<file path="config.mk">
export PLATFORM = sky130hd
export DESIGN_NAME = addsub16_serial
export DESIGN_NICKNAME = d
export VERILOG_FILES = /design/src/rtl/addsub_pkg.sv /design/src/rtl/addsub_digit.sv /design/src/rtl/addsub16_serial.sv
export SDC_FILE = /design/constraint.sdc
export NUM_CORES = 1
export LEC_CHECK = 0
export CORE_MARGIN = 5
export CORE_UTILIZATION = 51
export CTS_CLUSTER_DIAMETER = 80
export DETAILED_ROUTE_END_ITERATION = 12
export PLACE_DENSITY = 0.8
export REMOVE_ABC_BUFFERS = 1
export SETUP_SLACK_MARGIN = 0.05
export SYNTH_ARGS = -nofsm -noshare
export SYNTH_HDL_FRONTEND = slang
export SYNTH_SLANG_ARGS = --single-unit
</file>
<file path="constraint.sdc">
create_clock -name clk -period 3.1 [get_ports clk]
set_input_delay 0.31 -clock clk [delete_from_list [all_inputs] [get_ports clk]]
set_output_delay 0.31 -clock clk [all_outputs]
set_load 0.05 [all_outputs]
</file>
<file path="src/rtl/addsub_pkg.sv">
// Shared types and opcode encodings for the digit-serial adder/subtractor.
package addsub_pkg;

  typedef enum logic [1:0] {IDLE, RUN, DONE} state_t;

  localparam logic OP_ADD = 1'b0;
  localparam logic OP_SUB = 1'b1;

endpackage

</file>
<file path="src/rtl/addsub_digit.sv">
// One DIGIT-bit ripple slice; also exposes the carry into its MSB so the
// top level can form signed overflow on the final digit.
module addsub_digit #(
  parameter int DIGIT = 4
) (
  input  logic [DIGIT-1:0] a_d,
  input  logic [DIGIT-1:0] b_d,
  input  logic             cin_d,
  output logic [DIGIT-1:0] s_d,
  output logic             cout_d,
  output logic             c_msb
);

  logic [DIGIT-1:0] w_low;
  logic             w_a_msb;
  logic             w_b_msb;

  // Low DIGIT-1 bits summed with one spare bit that catches the carry into the MSB.
  assign w_low   = {1'b0, a_d[DIGIT-2:0]} + {1'b0, b_d[DIGIT-2:0]}
                 + {{(DIGIT-1){1'b0}}, cin_d};
  assign c_msb   = w_low[DIGIT-1];
  assign w_a_msb = a_d[DIGIT-1];
  assign w_b_msb = b_d[DIGIT-1];
  assign s_d     = {w_a_msb ^ w_b_msb ^ c_msb, w_low[DIGIT-2:0]};
  assign cout_d  = (w_a_msb & w_b_msb) | (w_a_msb & c_msb) | (w_b_msb & c_msb);

endmodule

</file>
<file path="src/rtl/addsub16_serial.sv">
// Multi-cycle adder/subtractor: one DIGIT-wide slice per clock, low digit
// first, operands and result exchanged over valid/ready handshakes.
module addsub16_serial
  import addsub_pkg::*;
#(
  parameter int WIDTH = 16,
  parameter int DIGIT = 4
) (
  input  logic             clk,
  input  logic             reset,
  input  logic             start_valid,
  output logic             start_ready,
  input  logic [WIDTH-1:0] a,
  input  logic [WIDTH-1:0] b,
  input  logic             cin,
  input  logic             op,
  output logic [WIDTH-1:0] s,
  output logic             cout,
  output logic             ovf,
  output logic             done_valid,
  input  logic             done_ready
);

  localparam int STEPS = WIDTH / DIGIT;
  localparam int IDX_W = (STEPS > 1) ? $clog2(STEPS) : 1;

  state_t             r_state;
  state_t             w_state_nxt;
  logic [WIDTH-1:0]   r_op_a;
  logic [WIDTH-1:0]   r_op_b;
  logic               r_op;
  logic               r_carry;
  logic [IDX_W-1:0]   r_idx;
  logic [WIDTH-1:0]   r_s;
  logic               r_cout;
  logic               r_ovf;

  logic [DIGIT-1:0]   w_a_d;
  logic [DIGIT-1:0]   w_b_d;
  logic [DIGIT-1:0]   w_s_d;
  logic               w_cout_d;
  logic               w_c_msb;
  logic               w_last;

  assign w_a_d  = r_op_a[r_idx*DIGIT +: DIGIT];
  assign w_b_d  = r_op_b[r_idx*DIGIT +: DIGIT];
  assign w_last = (r_idx == IDX_W'(STEPS-1));

  addsub_digit #(.DIGIT(DIGIT)) u_digit (
    .a_d    (w_a_d),
    .b_d    (w_b_d),
    .cin_d  (r_carry),
    .s_d    (w_s_d),
    .cout_d (w_cout_d),
    .c_msb  (w_c_msb)
  );

  always_comb begin
    w_state_nxt = r_state;
    start_ready = 1'b0;
    done_valid  = 1'b0;
    case (r_state)
      IDLE: begin
        start_ready = 1'b1;
        if (start_valid) w_state_nxt = RUN;
      end
      RUN: begin
        if (w_last) w_state_nxt = DONE;
      end
      DONE: begin
        done_valid = 1'b1;
        if (done_ready) w_state_nxt = IDLE;
      end
      default: w_state_nxt = IDLE;
    endcase
  end

  always_ff @(posedge clk) begin
    if (reset) begin
      r_state <= IDLE;
      r_op_a  <= '0;
      r_op_b  <= '0;
      r_op    <= OP_ADD;
      r_carry <= 1'b0;
      r_idx   <= '0;
      r_s     <= '0;
      r_cout  <= 1'b0;
      r_ovf   <= 1'b0;
    end else begin
      r_state <= w_state_nxt;
      case (r_state)
        IDLE: begin
          if (start_valid) begin
            // Subtraction is a + ~b + ~cin, so the borrow-in is inverted into a carry-in.
            r_op_a  <= a;
            r_op_b  <= (op == OP_SUB) ? ~b : b;
            r_carry <= (op == OP_SUB) ? ~cin : cin;
            r_op    <= op;
            r_s     <= '0;
            r_idx   <= '0;
          end
        end
        RUN: begin
          r_s[r_idx*DIGIT +: DIGIT] <= w_s_d;
          r_carry <= w_cout_d;
          r_idx   <= r_idx + 1'b1;
          if (w_last) begin
            r_cout <= (r_op == OP_ADD) ? w_cout_d : ~w_cout_d;
            r_ovf  <= w_c_msb ^ w_cout_d;
          end
        end
        default: ;
      endcase
    end
  end

  assign s    = r_s;
  assign cout = r_cout;
  assign ovf  = r_ovf;

endmodule

</file>
Word level (Yosys, flattened, before mapping)
Cells that the tools add are included.
Widths: inputs -> output; s select.
{"block": "op_classes", "n_bitwise": 11, "n_eq_ne": 6, "n_reduce_logical": 6, "mux": 16, "add_sub_neg": 4, "n_shift": 4}
{"op": "$neg 4->34", "n": 1}
{"op": "$shift 4x34->16 const A", "n": 1}
{"op": "$shiftx 4x34->16", "n": 1}
{"op": "$mux 16", "n": 2}
{"op": "$pmux 16 s2", "n": 1}
{"op": "$shiftx 16x5->4", "n": 2}
{"op": "$bwmux 16", "n": 1}
{"op": "$not 16->16", "n": 1}
{"op": "$mux 2", "n": 4}
{"op": "$ne 2x2->1 const B", "n": 3}
{"op": "$pmux 2 s3", "n": 1}
{"op": "$reduce_and 2->1", "n": 3}
{"op": "$mux 1", "n": 5}
{"op": "$add 3x3->4", "n": 1}
{"op": "$add 4x1->4", "n": 1}
{"op": "$eq 2x2->1 const B", "n": 2}
{"op": "$pmux 2 s2", "n": 1}
{"op": "$and 1x1->1", "n": 3}
{"op": "$reduce_and 3->1", "n": 1}
{"op": "$xor 1x1->1", "n": 3}
{"op": "$add 2x1->2 const B", "n": 1}
{"op": "$eq 2x1->1 const B", "n": 1}
{"op": "$logic_not 2->1", "n": 1}
{"op": "$not 1->1", "n": 2}
{"op": "other kinds (3)", "n": 4}
{"block": "totals", "reg_bits": 56, "out_inout_bits": 20, "in_bits": 38}

Logic depth before layout (Yosys ltp)
Gate-level depths: netlist of the first run.
{"block": "depth", "ltp_word": 8, "ltp_mapped": 10, "ltp_nobuf": 8}

Hierarchy
Synthesis of the first run repeated with hierarchy kept, for this count alone.
{"block": "hier_totals", "hier_cells": 252, "area_unflattened_um2": 2616.3}
{"mod": "addsub16_serial", "area_each_um2": 2458.6, "instances": 1, "cells_per_inst": 231, "seq_area_each_um2": 1121.1}
{"mod": "addsub_digit", "area_each_um2": 157.7, "instances": 1, "cells_per_inst": 21, "seq_area_each_um2": 0.0}

Worst setup path after synthesis of the first run
No wires, ideal clock.
{"block": "synth_timing", "kind": "reg2reg", "start": "reg r_idx[0]", "end": "reg r_s[15], in the netlist s[15]", "arrival_time_ns": 2.636, "setup_time_ns": 0.117, "path_buffers": 2, "stages_incl_launch_ff": 10, "synth_period_minus_slack_ns": 2.753, "path_slack_ns": 0.347, "required_ns": 2.983, "path_cell_list": "dfxtp_1 -> clkbuf_2 -> buf_2 -> mux4_2 -> fa_1 -> nand3_1 -> nand2_1 -> fa_1 -> nor2b_1 -> a22o_1"}
{"block": "synth_via", "elab_chain_cells": 7, "elab_cells_between_ends": 11}
{"element": "from (decl)", "line": "addsub16_serial.sv:33", "text": "logic [IDX_W-1:0] r_idx;"}
{"element": "from (signal assigned)", "line": "addsub16_serial.sv:106", "text": "r_idx <= r_idx + 1'b1;"}
{"element": "$shiftx 16x5->4, on equally long branches", "line": "addsub16_serial.sv:45, addsub16_serial.sv:46"}
{"element": "$add 3x3->4", "line": "addsub_digit.sv:19", "text": "assign w_low = {1'b0, a_d[DIGIT-2:0]} + {1'b0, b_d[DIGIT-2:0]}"}
{"element": "$add 4x1->4", "line": "addsub_digit.sv:20", "text": "+ {{(DIGIT-1){1'b0}}, cin_d};"}
{"element": "$xor 1x1->1", "line": "addsub_digit.sv:24", "text": "assign s_d = {w_a_msb ^ w_b_msb ^ c_msb, w_low[DIGIT-2:0]};"}
{"element": "$shiftx 4x34->16", "line": "addsub16_serial.sv:104", "text": "r_s[r_idx*DIGIT +: DIGIT] <= w_s_d;"}
{"element": "$bwmux 16 (*)", "line": "addsub16_serial.sv:104"}
{"element": "$pmux 16 s2 (*)", "line": "addsub16_serial.sv:91", "text": "case (r_state)"}
{"element": "to (signal, indexed assignment)", "line": "addsub16_serial.sv:104"}
{"element": "to (decl)", "line": "addsub16_serial.sv:34", "text": "logic [WIDTH-1:0] r_s;"}
Mark *: on every way between the ends. The rest lies on a longest branch, timed or not.
A chain may end at the register's enable or synchronous reset.

Final worst setup path of the first run
Ends and elaborated chain as after synthesis.

==> PnR_summary.wiki, run 1 <==
{| class="wikitable"
! Metric !! Value
|-
| Insertion delay of the later-clocked pin in the worst-skew pair || 0.31 ns
|-
| Filler cell count || 451
|-
| Max Fanout on Critical Path || 5
|-
| Worst setup path category || flip-flop to flip-flop
|-
| Standby leakage power || 1.24 nW
|-
| Relative contribution of the clock network to total power || 27.6%
|-
| Period Utilization, post-route || 86.7%
|-
| Last weighted congestion value of the routability-driven placer || between 0.7 and 0.8
|-
| Met2 demand-to-capacity share in global routing || 29.2%
|-
| Final setup slack of the worst path || 0.412 ns
|-
| GR Layer Usage met3 || 4.46%
|-
| Normalized max-slew margin || 54.9%
|-
| Root Buffer || sky130_fd_sc_hd__clkbuf_8
|-
| Avg Cell Area, Syn || 10.0 sq um
|-
| Clock buffers created by TritonCTS || 5
|-
| Kind of start point of the critical path || flip-flop
|-
| Highest clock rate || 372 MHz
|-
| Data arrival, critical path || just under 3 ns
|-
| Final count of negative-setup-slack endpoints || 0
|-
| Number of standard-cell rows in the floorplan || 26
|-
| Number of max-cap violations || 0
|-
| Final HPWL DP || 4330 microns
|-
| Post-CTS clock slew at the launch and capture registers of the worst setup and hold paths || approximately 0.090 ns
|-
| Worst setup skew after layout || around 0.0042 ns
|-
| Cell internal power dissipation || 1.08 mW
|-
| Layout Utilization || 65.4%
|-
| Post-CTS Hold Buffers || 0
|-
| Tightest Hold Check Type || flip-flop to flip-flop
|-
| Number of synthesized flops with an enable pin || 0
|-
| CTS tree || yes
|-
| Largest delay contributor family on the critical path || adder cells
|-
| GR Util All Layers || between 10% and 20%
|-
| Top library cells by usage in the layout, fill and taps aside || sky130_fd_sc_hd__dfxtp_1, sky130_fd_sc_hd__clkdlybuf4s50_1, sky130_fd_sc_hd__nand2_1
|-
| Via count of the first global-routing pass || between 2,000 and 2,500
|-
| Endpoints failing hold || 0
|-
| Worst path max stage delay || 0.56 ns
|-
| Post-Layout Inst Area || 3360 sq um
|-
| Met1 track utilization from global routing || 20.6%
|-
| Highest-utilization routing layer at the global route stage || met2
|-
| Pre-antenna DRT Iters || 4
|-
| Violation count after the first detailed-routing iteration || between 90 and 100
|-
| Combinational share of power || 19.1%
|-
| Combined buffer and inverter count along the critical path || 0
|-
| Via count || 2,054
|-
| Global route total overflow || 0
|-
| Synth unique cells || 43
|-
| Crit path cell chain || mux4_2 -> ha_1 -> a21oi_1 -> nand2_1 -> fa_1 -> nor2b_1 -> a22o_1
|-
| Number of register bits inferred by synthesis || 56
|-
| Antenna violations before repair || 0
|-
| Effective utilization at floorplan || 52.8%
|-
| Top flip-flop cell by instance count after synthesis || sky130_fd_sc_hd__dfxtp_1
|-
| Cell count after synthesis || 271
|-
| Cts repair resizes || 0
|-
| Area added between synthesis and finish || 24.0%
|-
| Maximum number of pins on one net before global-route repair || 50
|-
| Clock H-tree levels || 2
|-
| Share of cells above drive strength 1 || about an eighth
|-
| Result of the run || finished clean
|-
| Maximum vdd ir drop || 0.000279 V
|-
| Unrepaired setup endpoints after global routing || false
|-
| Wirelength, routed || 5610 microns
|-
| Final min period || 2.69 ns
|-
| Final-report max-slew violation count || 0
|-
| Endpoint type of the worst setup path || flip-flop
|-
| Total die area || just under 7000 sq um
|-
| Post-placement setup slack || about 0.41 ns
|-
| Slowest stage cell on the critical path || sky130_fd_sc_hd__mux4_2
|-
| Post-route ant nets || 0
|-
| Power share of the sequential group || a little over half
|-
| Number of design rule violations left after detail routing || 0
|-
| Dpl cell area || between 3000 and 4000 sq um
|-
| Wire length of the first global-routing pass || about 9700 microns
|-
| Footprint of the multi-input gates || approximately 1400 sq um
|-
| Wirelength per Cell || 14.4 microns
|-
| Worst reg-to-reg setup slack || 0.41 ns
|-
| Least-Margin Pin Slew || slightly below 0.7 ns
|-
| Clock tree sinks || 56
|-
| Number of placed instances, taps included || 382
|-
| Register area || 1120 sq um
|-
| Fin Setup TNS || 0 ns
|-
| Floorplan die width || 82.9 microns
|-
| Switching portion of total power || between 20% and 30%
|-
| Port Buffer Count || 57
|-
| Worst EP required || approximately 3.3 ns
|-
| Post-CTS Setup Repair Bufs || 0
|-
| Final instance count without filler cells || 390
|-
| Async S/R FF share, synth || 0%
|-
| Total core area || 5140 sq um
|-
| Sw Pwr || around 400 uW
|-
| Number of warning messages in the yosys log || 0
|-
| Number of buffers between clock root and the deepest sink || 2
|-
| Tightest hold margin || about 0.47 ns
|-
| Sequential fraction of the synthesis area || around 41%
|-
| Number of vias per cell after detailed routing || 5.27
|-
| Net count, final || 366
|-
| Post-synthesis instance area || approximately 2700 sq um
|-
| Height of the die || 82.9 microns
|-
| I/O pin count || 58
|-
| Power, Total || 1.48 mW
|-
| Diodes inserted || 0
|-
| Power density cells || 440 nW/um^2
|}
final cells by class:
class	instances	share of cell area, %
multi-input combinational	188	42.7
clock buffer	6	2.46
sequential	56	33.3
inverter	6	0.670
timing repair buffer	62	17.9
clock inverter	2	0.298
tap	70	2.61
metal layers:
metal  wire, microns  vias up
met1            2410      952
met4              74        0
met5               0        -
met3             324        7
li1                -     1040
met2            2800       55
kinds of logic after synthesis:
group | share of synthesized area (%)
and+or+nand+nor | 15.2
AOI/OAI and AO/OA | 17.8
DFF | 41.3
buffers and inverters | 5.95
xor gates and xnor gates | 6.14
muxes | 8.63
adders and majority gates | 4.98
worst register-to-register path, stage by stage, from the launching register on:
cell and delay, ns:
sky130_fd_sc_hd__dfxtp_1 0.49, sky130_fd_sc_hd__mux4_2 0.56, sky130_fd_sc_hd__ha_1 0.36, sky130_fd_sc_hd__a21oi_1 0.18
sky130_fd_sc_hd__nand2_1 0.12, sky130_fd_sc_hd__fa_1 0.45, sky130_fd_sc_hd__nor2b_1 0.18, sky130_fd_sc_hd__a22o_1 0.26
final timing paths:
kind,startpoint,end,cells after the start
hold reg to reg,r_op_a[14]$_SDFFE_PP0P_,r_op_a[14]$_SDFFE_PP0P_,2
setup reg to reg,r_idx[0]$_SDFFE_PP0P_,s[15]$_SDFFE_PP0P_,7
setup / recovery,r_idx[0]$_SDFFE_PP0P_,s[15]$_SDFFE_PP0P_,7
hold / removal,r_op_a[14]$_SDFFE_PP0P_,r_op_a[14]$_SDFFE_PP0P_,2
power groups by stage:
stage / Clock [mW] / Sequential (mW) / Combinational [mW]
after CTS: 0.418 / 0.790 / 0.286
final: 0.408 / 0.789 / 0.283
after floorplan: 0 / 0.807 / 0.165
after global routing: 0.445 / 0.795 / 0.314
after global placement: 0 / 0.806 / 0.279
after detailed placement: 0 / 0.806 / 0.286
cell usage after synthesis, types with 3 or more instances:
library cell / count / area share, %
sky130_fd_sc_hd__fa_1: 3 / 2.2
sky130_fd_sc_hd__a211oi_1: 9 / 2.5
sky130_fd_sc_hd__nor2b_1: 6 / 1.4
sky130_fd_sc_hd__inv_1: 6 / 0.83
sky130_fd_sc_hd__mux2_2: 3 / 1.2
sky130_fd_sc_hd__nor2_1: 22 / 3.0
sky130_fd_sc_hd__xnor2_1: 17 / 5.5
sky130_fd_sc_hd__o21ai_0: 4 / 0.74
sky130_fd_sc_hd__ha_1: 6 / 2.8
sky130_fd_sc_hd__nand2_1: 35 / 4.8
sky130_fd_sc_hd__buf_1: 3 / 0.42
sky130_fd_sc_hd__dfxtp_1: 56 / 41
sky130_fd_sc_hd__nand3b_1: 3 / 0.83
sky130_fd_sc_hd__buf_6: 4 / 1.7
sky130_fd_sc_hd__buf_2: 8 / 1.5
sky130_fd_sc_hd__mux4_2: 8 / 6.6
sky130_fd_sc_hd__nand3_1: 4 / 0.74
sky130_fd_sc_hd__a211oi_2: 7 / 3.2
sky130_fd_sc_hd__a21oi_1: 25 / 4.6
sky130_fd_sc_hd__a22o_1: 12 / 3.9
sky130_fd_sc_hd__buf_4: 4 / 1.1
sequential cells by signal, indices dropped and copies added (netlist names):
name,cells
s,16
r_op,1
ovf,1
r_op_a,16
r_op_b,16
r_carry,1
cout,1
r_idx,2
r_state,2
Note: power is estimated with default switching activity, not from simulation.
==> run 2, diff against run 1 <==
Settings changed: CORE_UTILIZATION 51 to 55, DONT_BUFFER_PORTS set to 1, PLACE_DENSITY 0.8 to 0.7.
Clock period 3.1 ns to 2.6 ns, I/O delays scaled along.
==> run 2 against run 1 <==
Compared with the run above:
- critical path depth did not move
- count of clock-buffer cells in the layout rose by 2
- setup slack got worse by 0.24 ns
- sequential share of layout area rose by 6.0 points
- via count fell by 8.4%
- clock power rose by 17%
- combinational power fell by 6%
==> PnR_summary.wiki, run 2 (same netlist as run 1, synthesis figures left out) <==
{| class="wikitable"
! Metric !! Value
|-
| Result of the run || finished clean (unchanged)
|-
| CTS tree || yes (unchanged)
|-
| Largest delay contributor family on the critical path || adder cells (unchanged)
|-
| Port Buffer Count || 0 (was 57)
|-
| Combined buffer and inverter count along the critical path || 0 (unchanged)
|-
| Effective utilization at floorplan || 57.0% (was 52.8%)
|-
| Number of design rule violations left after detail routing || 0 (unchanged)
|-
| Tightest Hold Check Type || input pin to flip-flop (was flip-flop to flip-flop)
|-
| Number of max-cap violations || 0 (unchanged)
|-
| Worst setup skew after layout || 0.00551 ns (was 0.00423 ns)
|-
| Unrepaired setup endpoints after global routing || false (unchanged)
|-
| Global route total overflow || 0 (unchanged)
|-
| R2R Path End || s[15]$_SDFFE_PP0P_ (unchanged)
|-
| I/O pin count || 58 (unchanged)
|-
| Tightest hold margin || 0.0245 ns (was 0.467 ns)
|-
| Hold path startpoint || reset (was r_op_a[14]$_SDFFE_PP0P_)
|-
| Maximum number of pins on one net before global-route repair || 55 (was 50)
|-
| Endpoint type of the worst setup path || flip-flop (unchanged)
|-
| Root Buffer || sky130_fd_sc_hd__clkbuf_8 (unchanged)
|-
| Normalized max-slew margin || 54.5% (was 54.9%)
|-
| Period Utilization, post-route || 93.2% (was 86.7%)
|-
| Final min period || 2.42 ns (was 2.69 ns)
|-
| Post-route ant nets || 0 (unchanged)
|-
| Area added between synthesis and finish || 5.81% (was 24.0%)
|-
| Filler cell count || 440 (was 451)
|-
| Worst Hold End || r_op_a[9]$_SDFFE_PP0P_ (was r_op_a[14]$_SDFFE_PP0P_)
|-
| Highest clock rate || 413 MHz (was 372 MHz)
|-
| Last weighted congestion value of the routability-driven placer || 0.795 (was 0.763)
|-
| Net count, final || 314 (was 366)
|-
| Height of the die || 80.2 microns (was 82.9 microns)
|-
| Floorplan die width || 80.2 microns (was 82.9 microns)
|-
| Most frequent standard cell in the layout excluding fill and tap cells || sky130_fd_sc_hd__dfxtp_1
|-
| Power density cells || 590 nW/um^2 (was 440 nW/um^2)
|-
| Number of buffers between clock root and the deepest sink || 2 (unchanged)
|-
| Cell internal power dissipation || 1.25 mW (was 1.08 mW)
|-
| Worst reg-to-reg setup slack || 0.18 ns (was 0.41 ns)
|-
| Top library cells by usage in the layout, fill and taps aside || sky130_fd_sc_hd__dfxtp_1, sky130_fd_sc_hd__nand2_1, sky130_fd_sc_hd__a21oi_1 (was sky130_fd_sc_hd__dfxtp_1, sky130_fd_sc_hd__clkdlybuf4s50_1, sky130_fd_sc_hd__nand2_1)
|-
| Data arrival, critical path || 2.63 ns (was 2.90 ns)
|-
| Insertion delay of the later-clocked pin in the worst-skew pair || 0.30 ns (was 0.31 ns)
|-
| Power share of the sequential group || 56.0% (was 53.3%)
|-
| Crit path cell chain || mux4_2 -> fa_2 -> nand3_1 -> nand2_1 -> fa_2 -> nor2b_4 -> a22o_1 (was mux4_2 -> ha_1 -> a21oi_1 -> nand2_1 -> fa_1 -> nor2b_1 -> a22o_1)
|-
| Post-CTS clock slew at the launch and capture registers of the worst setup and hold paths || 0.09 ns (about the same)
|-
| Post-Layout Inst Area || 2870 sq um (was 3360 sq um)
|-
| Maximum vdd ir drop || 0.000302 V (was 0.000279 V)
|-
| Worst EP required || 2.80 ns (was 3.32 ns)
|-
| Clock buffers created by TritonCTS || 5 (unchanged)
|-
| Wire length of the first global-routing pass || 8870 microns (was 9710 microns)
|-
| GR Util All Layers || 17.5% (was 17.0%)
|-
| Endpoints failing hold || 0 (unchanged)
|-
| Wirelength, routed || 5430 microns (was 5610 microns)
|-
| Worst path max stage delay || 0.53 ns (was 0.56 ns)
|-
| Number of vias per cell after detailed routing || 5.61 (was 5.27)
|-
| Reg2reg path depth || 7 (unchanged)
|-
| Via count || 1,881 (was 2,054)
|-
| Number of instances on the worst hold path || 1 (was 2)
|-
| Total core area || 4750 sq um (was 5140 sq um)
|-
| Relative contribution of the clock network to total power || 28.3% (was 27.6%)
|-
| Via count of the first global-routing pass || 1,877 (was 2,048)
|-
| Final HPWL DP || 3870 microns (was 4330 microns)
|-
| Cell with the most instances on the worst path || sky130_fd_sc_hd__fa_2
|-
| Kind of start point of the critical path || flip-flop (unchanged)
|-
| Least-Margin Pin Slew || 0.681 ns (was 0.676 ns)
|-
| Dpl cell area || 2720 sq um (was 3270 sq um)
|-
| Final count of negative-setup-slack endpoints || 0 (unchanged)
|-
| Antenna violations before repair || 0 (unchanged)
|-
| Final-report max-slew violation count || 0 (unchanged)
|-
| Slowest stage cell on the critical path || sky130_fd_sc_hd__mux4_2 (unchanged)
|-
| Clock tree sinks || 56 (unchanged)
|-
| Combinational share of power || 15.7% (was 19.1%)
|-
| Layout Utilization || 60.3% (was 65.4%)
|-
| Diodes inserted || 0 (unchanged)
|-
| Reg2reg start || r_idx[0]$_SDFFE_PP0P_ (unchanged)
|-
| Total die area || 6430 sq um (was 6870 sq um)
|-
| Clock H-tree levels || 2 (unchanged)
|-
| Number of standard-cell rows in the floorplan || 25 (was 26)
|-
| Sw Pwr || 440 uW (was 400 uW)
|-
| Standby leakage power || 1.04 nW (was 1.24 nW)
|-
| Switching portion of total power || 26.0% (was 27.0%)
|-
| Wirelength per Cell || 16.2 microns (was 14.4 microns)
|-
| Pre-antenna DRT Iters || 4 (unchanged)
|-
| Max Fanout on Critical Path || 6 (was 5)
|-
| Violation count after the first detailed-routing iteration || 70 (was 93)
|-
| Share of cells above drive strength 1 || 16.8% (was 11.9%)
|-
| Worst setup path category || flip-flop to flip-flop (unchanged)
|}
run 2: worst max path at each step:
stage,from,end,slack [ns],depth (start not counted)
final,r_idx[0]$_SDFFE_PP0P_,s[15]$_SDFFE_PP0P_,0.18,7
after global routing,r_idx[0]$_SDFFE_PP0P_,ovf$_SDFFE_PP0P_,0.05,7
after CTS,r_idx[0]$_SDFFE_PP0P_,s[15]$_SDFFE_PP0P_,0.06,7
after detailed placement,r_idx[0]$_SDFFE_PP0P_,s[3]$_SDFFE_PP0P_,-0.09,7
after global placement,r_idx[0]$_SDFFE_PP0P_,s[15]$_SDFFE_PP0P_,-0.006,7
after floorplan,r_idx[0]$_SDFFE_PP0P_,s[15]$_SDFFE_PP0P_,-0.12,7
run 2: through the flow:
stage	cells	setup WS, ns	setup TNS [ns]	total power, mW
after floorplan	250	-0.122	-0.478	1.16
after global placement	324	-0.00582	-0.00582	1.21
after detailed placement	324	-0.0874	-0.311	1.22
after CTS	332	0.0616	0	1.69
after global routing	335	0.0496	0	1.78
final	335	0.176	0	1.69
run 2: worst reg2reg max path: stages, from the launching register on:
cell	delay (ns)
sky130_fd_sc_hd__dfxtp_4	0.40
sky130_fd_sc_hd__mux4_2	0.53
sky130_fd_sc_hd__fa_2	0.38
sky130_fd_sc_hd__nand3_1	0.10
sky130_fd_sc_hd__nand2_1	0.10
sky130_fd_sc_hd__fa_2	0.47
sky130_fd_sc_hd__nor2b_4	0.15
sky130_fd_sc_hd__a22o_1	0.21
run 2: power by group through the flow:
stage / Combinational [mW] / Sequential [mW] / Clock (mW)
final: 0.266 / 0.949 / 0.479
after global routing: 0.297 / 0.956 / 0.529
after CTS: 0.249 / 0.951 / 0.489
after detailed placement: 0.247 / 0.971 / 0
after global placement: 0.242 / 0.971 / 0
after floorplan: 0.196 / 0.962 / 0
run 2: cell type report:
class	instances	area (sq um)	area share, %
multi-input cells	188	1460	51.0
flip-flops and latches	56	1130	39.3
clock buffers	8	90.1	3.14
well taps	67	83.8	2.92
repair buffers	10	80.1	2.79
inverters	6	22.5	0.785
run 2: metal layers:
layer  routed length [microns]  GRT usage [%]  vias up
li1                          -              -      938
met1                      2430           22.7      895
met2                      2710           28.5       43
met3                       238           5.04        5
met4                        53           4.56        0
met5                         0              0        -
run 2: repair_timing:
action / 4_1_cts / 5_1_grt
resized for setup: 4 / 6
setup endpoints to repair: 6 / 6
buffers inserted: 0 / 1
hold buffers: 0 / 2
endpoints found under the hold margin: 0 / 6
pin swaps: 0 / 1
==> run 3, diff against run 2 <==
Settings changed: CORE_UTILIZATION 55 to 40, PLACE_DENSITY 0.7 to not set.
==> run 3 against run 2 <==
Compared with the run above:
- final cell count increased by 5.1%
- clock power increased by 21%
- wire length increased by 9.0%
- design area increased by 3.4%
- utilization decreased by 16 points
- sequential power about the same
- die area increased by 33%
- via count increased by 0.43%
- highest routed layer unchanged
==> PnR_summary.wiki, run 3 (same netlist as run 1, synthesis figures left out) <==
{| class="wikitable"
! Metric !! Value
|-
| Last weighted congestion value of the routability-driven placer || 0.843 (was 0.795)
|-
| Pre-antenna DRT Iters || 4 (unchanged)
|-
| Share of cells above drive strength 1 || 19.1% (was 16.8%)
|-
| Maximum vdd ir drop || 0.000318 V (was 0.000302 V)
|-
| Max Fanout on Critical Path || 4 (was 6)
|-
| Number of max-cap violations || 0 (unchanged)
|-
| Global route total overflow || 0 (unchanged)
|-
| Number of design rule violations left after detail routing || 0 (unchanged)
|-
| Total die area || 8520 sq um (was 6430 sq um)
|-
| Standby leakage power || 1.07 nW (was 1.04 nW)
|-
| Endpoint type of the worst setup path || flip-flop (unchanged)
|-
| GR Util All Layers || 13.3% (was 17.5%)
|-
| Insertion delay of the later-clocked pin in the worst-skew pair || 0.31 ns (was 0.30 ns)
|-
| Post-Layout Inst Area || 2970 sq um (was 2870 sq um)
|-
| Port Buffer Count || 0 (unchanged)
|-
| Wire length of the first global-routing pass || 9020 microns (was 8870 microns)
|-
| Clock buffers created by TritonCTS || 5 (unchanged)
|-
| Result of the run || finished clean (unchanged)
|-
| Final count of negative-setup-slack endpoints || 0 (unchanged)
|-
| Power density cells || 613 nW/um^2 (was 590 nW/um^2)
|-
| Wirelength, routed || 5910 microns (was 5430 microns)
|-
| Post-placement setup slack || -0.0608 ns (was -0.0874 ns)
|-
| Final-report max-slew violation count || 0 (unchanged)
|-
| Worst setup skew after layout || 0.0143 ns (was 0.00551 ns)
|-
| CTS tree || yes (unchanged)
|-
| Root Buffer || sky130_fd_sc_hd__clkbuf_8 (unchanged)
|-
| Worst reg-to-reg setup slack || 0.15 ns (was 0.18 ns)
|-
| Number of standard-cell rows in the floorplan || 30 (was 25)
|-
| Post-route ant nets || 0 (unchanged)
|-
| Period Utilization, post-route || 94.0% (was 93.2%)
|-
| Crit path cell chain || buf_4 -> mux4_2 -> ha_4 -> nand3_2 -> nand2_2 -> fa_2 -> nor2b_4 -> a22o_1 (was mux4_2 -> fa_2 -> nand3_1 -> nand2_1 -> fa_2 -> nor2b_4 -> a22o_1)
|-
| Power, Total || 1.82 mW (was 1.69 mW)
|-
| Clock tree sinks || 56 (unchanged)
|-
| Number of vias per cell after detailed routing || 5.37 (was 5.61)
|-
| Post-CTS clock slew at the launch and capture registers of the worst setup and hold paths || 0.11 ns (was 0.09 ns)
|-
| Final HPWL DP || 4060 microns (was 3870 microns)
|-
| Kind of start point of the critical path || flip-flop (unchanged)
|-
| Top library cells by usage in the layout, fill and taps aside || sky130_fd_sc_hd__dfxtp_1, sky130_fd_sc_hd__nand2_1, sky130_fd_sc_hd__a21oi_1 (unchanged)
|-
| Combined buffer and inverter count along the critical path || 1 (was 0)
|-
| Via count || 1,889 (was 1,881)
|-
| Final setup slack of the worst path || 0.155 ns (was 0.176 ns)
|-
| Effective utilization at floorplan || 40.6% (was 57.0%)
|-
| Floorplan die width || 92.3 microns (was 80.2 microns)
|-
| Slowest stage cell on the critical path || sky130_fd_sc_hd__mux4_2 (unchanged)
|-
| Endpoints failing hold || 0 (unchanged)
|-
| Via count of the first global-routing pass || 1,779 (was 1,877)
|-
| Number of buffers between clock root and the deepest sink || 2 (unchanged)
|-
| Worst EP required || 2.80 ns (about the same)
|-
| Highest clock rate || 409 MHz (was 413 MHz)
|-
| Tightest Hold Check Type || input pin to flip-flop (unchanged)
|-
| I/O pin count || 58 (unchanged)
|-
| Violation count after the first detailed-routing iteration || 85 (was 70)
|-
| Unrepaired setup endpoints after global routing || false (unchanged)
|-
| Diodes inserted || 0 (unchanged)
|-
| Wirelength per Cell || 16.8 microns (was 16.2 microns)
|-
| Layout Utilization || 44.4% (was 60.3%)
|-
| Worst setup path category || flip-flop to flip-flop (unchanged)
|-
| Antenna violations before repair || 0 (unchanged)
|-
| Dpl cell area || 2740 sq um (was 2720 sq um)
|-
| Worst path max stage delay || 0.55 ns (was 0.53 ns)
|-
| Data arrival, critical path || 2.65 ns (was 2.63 ns)
|-
| Largest delay contributor family on the critical path || adder cells (unchanged)
|-
| Area added between synthesis and finish || 9.41% (was 5.81%)
|-
| Most frequent standard cell in the layout excluding fill and tap cells || sky130_fd_sc_hd__dfxtp_1 (unchanged)
|-
| Least-Margin Pin Slew || 1.01 ns (was 0.681 ns)
|-
| Clock H-tree levels || 2 (unchanged)
|-
| Height of the die || 92.3 microns (was 80.2 microns)
|-
| Normalized max-slew margin || 32.2% (was 54.5%)
|-
| Final min period || 2.45 ns (was 2.42 ns)
|-
| Net count, final || 318 (was 314)
|-
| Maximum number of pins on one net before global-route repair || 50 (was 55)
|-
| Total core area || 6680 sq um (was 4750 sq um)
|-
| Filler cell count || 647 (was 440)
|}
==> run 3: cell count changes in the layout (fill, tap and decap cells not counted), moves of 2 or more <==
cell	before	now
sky130_fd_sc_hd__clkinv_4	0	2
sky130_fd_sc_hd__buf_4	8	10
sky130_fd_sc_hd__clkbuf_1	2	0
sky130_fd_sc_hd__dlygate4sd3_1	2	4
==> run 3: worst register-to-register path: cells and delay by family (launching register included) <==
kind	cells	cell delay [ns]
multiplexers	1	0.55
adder cells (fa/ha/maj)	2	0.74
flip-flops	1	0.38
AND/OR/NAND/NOR	3	0.33
buffers and inverters	1	0.13
AO/OA/AOI/OAI	1	0.21
==> run 3: cell type report <==
class,instances,area (sq um),area share [%]
Multi-Input combinational cell,188,1480,50.0
Sequential cell,56,1130,38.0
Timing Repair Buffer,14,115,3.88
Tap cell,80,100,3.37
Clock buffer,5,68.8,2.32
Clock inverter,3,47.5,1.60
Inverter,6,22.5,0.759
==> run 3: per-stage QoR <==
step	TNS (ns)	cells	hold WS (ns)
after floorplan	-0.478	250	0.325
after global placement	0	338	0.335
after detailed placement	-0.207	338	0.335
after CTS	0	348	0.00226
after global routing	0	352	0.00341
final	0	352	0.0178
==> run 3: metal layers <==
| metal | track usage [%] | vias up | part of all wire (%) |
|---|---|---|---|
| met1 | 18.5 | 879 | 48 |
| met2 | 20.2 | 53 | 46 |
| li1 | - | 955 | - |
| met5 | 0 | - | 0 |
| met3 | 4.63 | 2 | 6.4 |
| met4 | 1.86 | 0 | 0.24 |
==> run 3: what timing repair did <==
| action | CTS | global route |
|---|---|---|
| setup buffers | 0 | 2 |
| setup endpoints to repair | 6 | 6 |
| hold buffers | 2 | 2 |
| pin swaps | 0 | 1 |
| gates resized for setup | 3 | 10 |
| hold endpoints to repair | 23 | 11 |
==> run 3: final timing paths <==
| check | endpoint | depth (start not counted) | startpoint |
|---|---|---|---|
| setup / recovery | s[15]$_SDFFE_PP0P_ | 8 | r_idx[1]$_SDFFE_PP0P_ |
| hold / removal | s[8]$_SDFFE_PP0P_ | 1 | reset |
| setup reg to reg | s[15]$_SDFFE_PP0P_ | 8 | r_idx[1]$_SDFFE_PP0P_ |
| hold reg to reg | r_op_a[1]$_SDFFE_PP0P_ | 2 | r_op_a[1]$_SDFFE_PP0P_ |
==> run 3: report_power, final <==
part / internal [mW] / leakage, nW / total (mW) / switching [mW]
logic: 0.140 / 0.555 / 0.290 / 0.149
registers: 0.903 / 0.460 / 0.949 / 0.0456
clock network: 0.291 / 0.0583 / 0.579 / 0.288
total: 1.33 / 1.07 / 1.82 / 0.483
==> patch: new RTL, settings of run 1 <==
Re-encode `state_t` (3 states) as one-hot, 3 bits wide.
--- a/src/rtl/addsub_pkg.sv
+++ b/src/rtl/addsub_pkg.sv
@@ -3,3 +3,3 @@
 
-  typedef enum logic [1:0] {IDLE, RUN, DONE} state_t;
+  typedef enum logic [2:0] {IDLE = 3'b001, RUN = 3'b010, DONE = 3'b100} state_t;
 
Behaviour: same outputs for any inputs over 10 cycles, from zero or initial values and one cycle with reset high; not proved beyond that.
==> patch against run 1 <==
Power is 21% higher; routed wire length increased by 8.2%; final area is 5.7% higher; worst setup slack got worse by 0.12 ns; clock power grew 79%; area after synthesis unchanged; sequential cell count up 1; largest power group unchanged.
==> patch: results (changes against run 1) <==
Min Hold Slack - 0.315 ns (was 0.467 ns)
Outcome - finished, final reports clean (unchanged)
Most frequent cells after synthesis - 57 x dfxtp_1, 40 x nand2_1, 29 x a21oi_1 (was 56 x dfxtp_1, 35 x nand2_1, 25 x a21oi_1)
First-pass GRT wire length - 10.2 mm (was 9.71 mm)
CP max stage delay - 0.50 ns (was 0.56 ns)
GPL Wtd Cong - 0.837 (was 0.763)
Detailed Place HPWL - 4.42 mm (was 4.33 mm)
Fin nets - 395 (was 366)
Reg2reg path depth - 9 (was 7)
Slew HR - 0.567 (was 0.549)
CP Launch Point - r_idx[1] (was r_idx[0])
Placed inst area - 3340 um2 (was 3270 um2)
FILL cells - 440 (was 451)
WP data arrival - 3.08 ns (was 2.90 ns)
GRT Util Overall - 0.184 (was 0.170)
Dpl cells - 407 (was 382)
Clk. pwr - 730 uW (was 408 uW)
Vias - 2,296 (was 2,054)
Fin cells - 423 (was 390)
Final worst setup slack - 0.291 ns (was 0.412 ns)
Seq/Total Area, Yosys - 0.421 (was 0.413)
Netlist cell types - 36 (was 43)
Portion of netlist area occupied by mux cells - 0.0665 (was 0.0863)
Reg-to-Reg End - s[7] (was s[15])
WL/cell - 14.3 um (was 14.4 um)
Leak - 1.22 nW (was 1.24 nW)
Syn_area_per_cell - 9.16 um2 (was 10.0 um2)
Min-Delay Path Class - primary input to register (was register to register)
Critical Path Fanout Max - 8 (was 5)
CTS H-tree lvls - 3 (was 2)
Vias in the first global route - 2,175 (was 2,048)
Worst Skew - 0.00673 ns (was 0.00423 ns)
Worst-path clk slew - 0.07 ns (was 0.09 ns)
Share of cells above drive strength 1 - 0.108 (was 0.119)
Cell Pwr Density - 503 nW/um2 (was 440 nW/um2)
Hold Path Sink - r_idx[0] (was r_op_a[14])
DR iter-0 viols - 216 (was 93)
==> patch: cell types whose count changed after synthesis, moves of 7 or more <==
cell      before  now
a22o_1        12    0
o32ai_1        0   12
inv_1          6   21
a211oi_1       9   16
clkbuf_1       0   15
a211oi_2       7    0
==> patch: timing repair <==
action                     in CTS  in global routing
hold buffers                    0                  0
setup endpoints to repair       0                  1
gates resized for setup         0                  1
==> patch: routing by layer <==
layer / up-vias / GRT usage / routed length [um]
met5: - / 0 / 0
met4: 0 / 0.0758 / 84
met3: 7 / 0.0495 / 377
met2: 73 / 0.311 / 3050
met1: 1068 / 0.219 / 2560
li1: 1148 / - / -
==> patch: final cells by class <==
type | instances | area (um2) | share of cell area
clock buffer | 12 | 165 | 0.0465
timing repair buffer | 64 | 618 | 0.174
multi-input combinational | 195 | 1410 | 0.397
clock inverter | 4 | 50.0 | 0.0141
tap | 70 | 87.6 | 0.0246
sequential | 57 | 1140 | 0.321
inverter | 21 | 78.8 | 0.0222
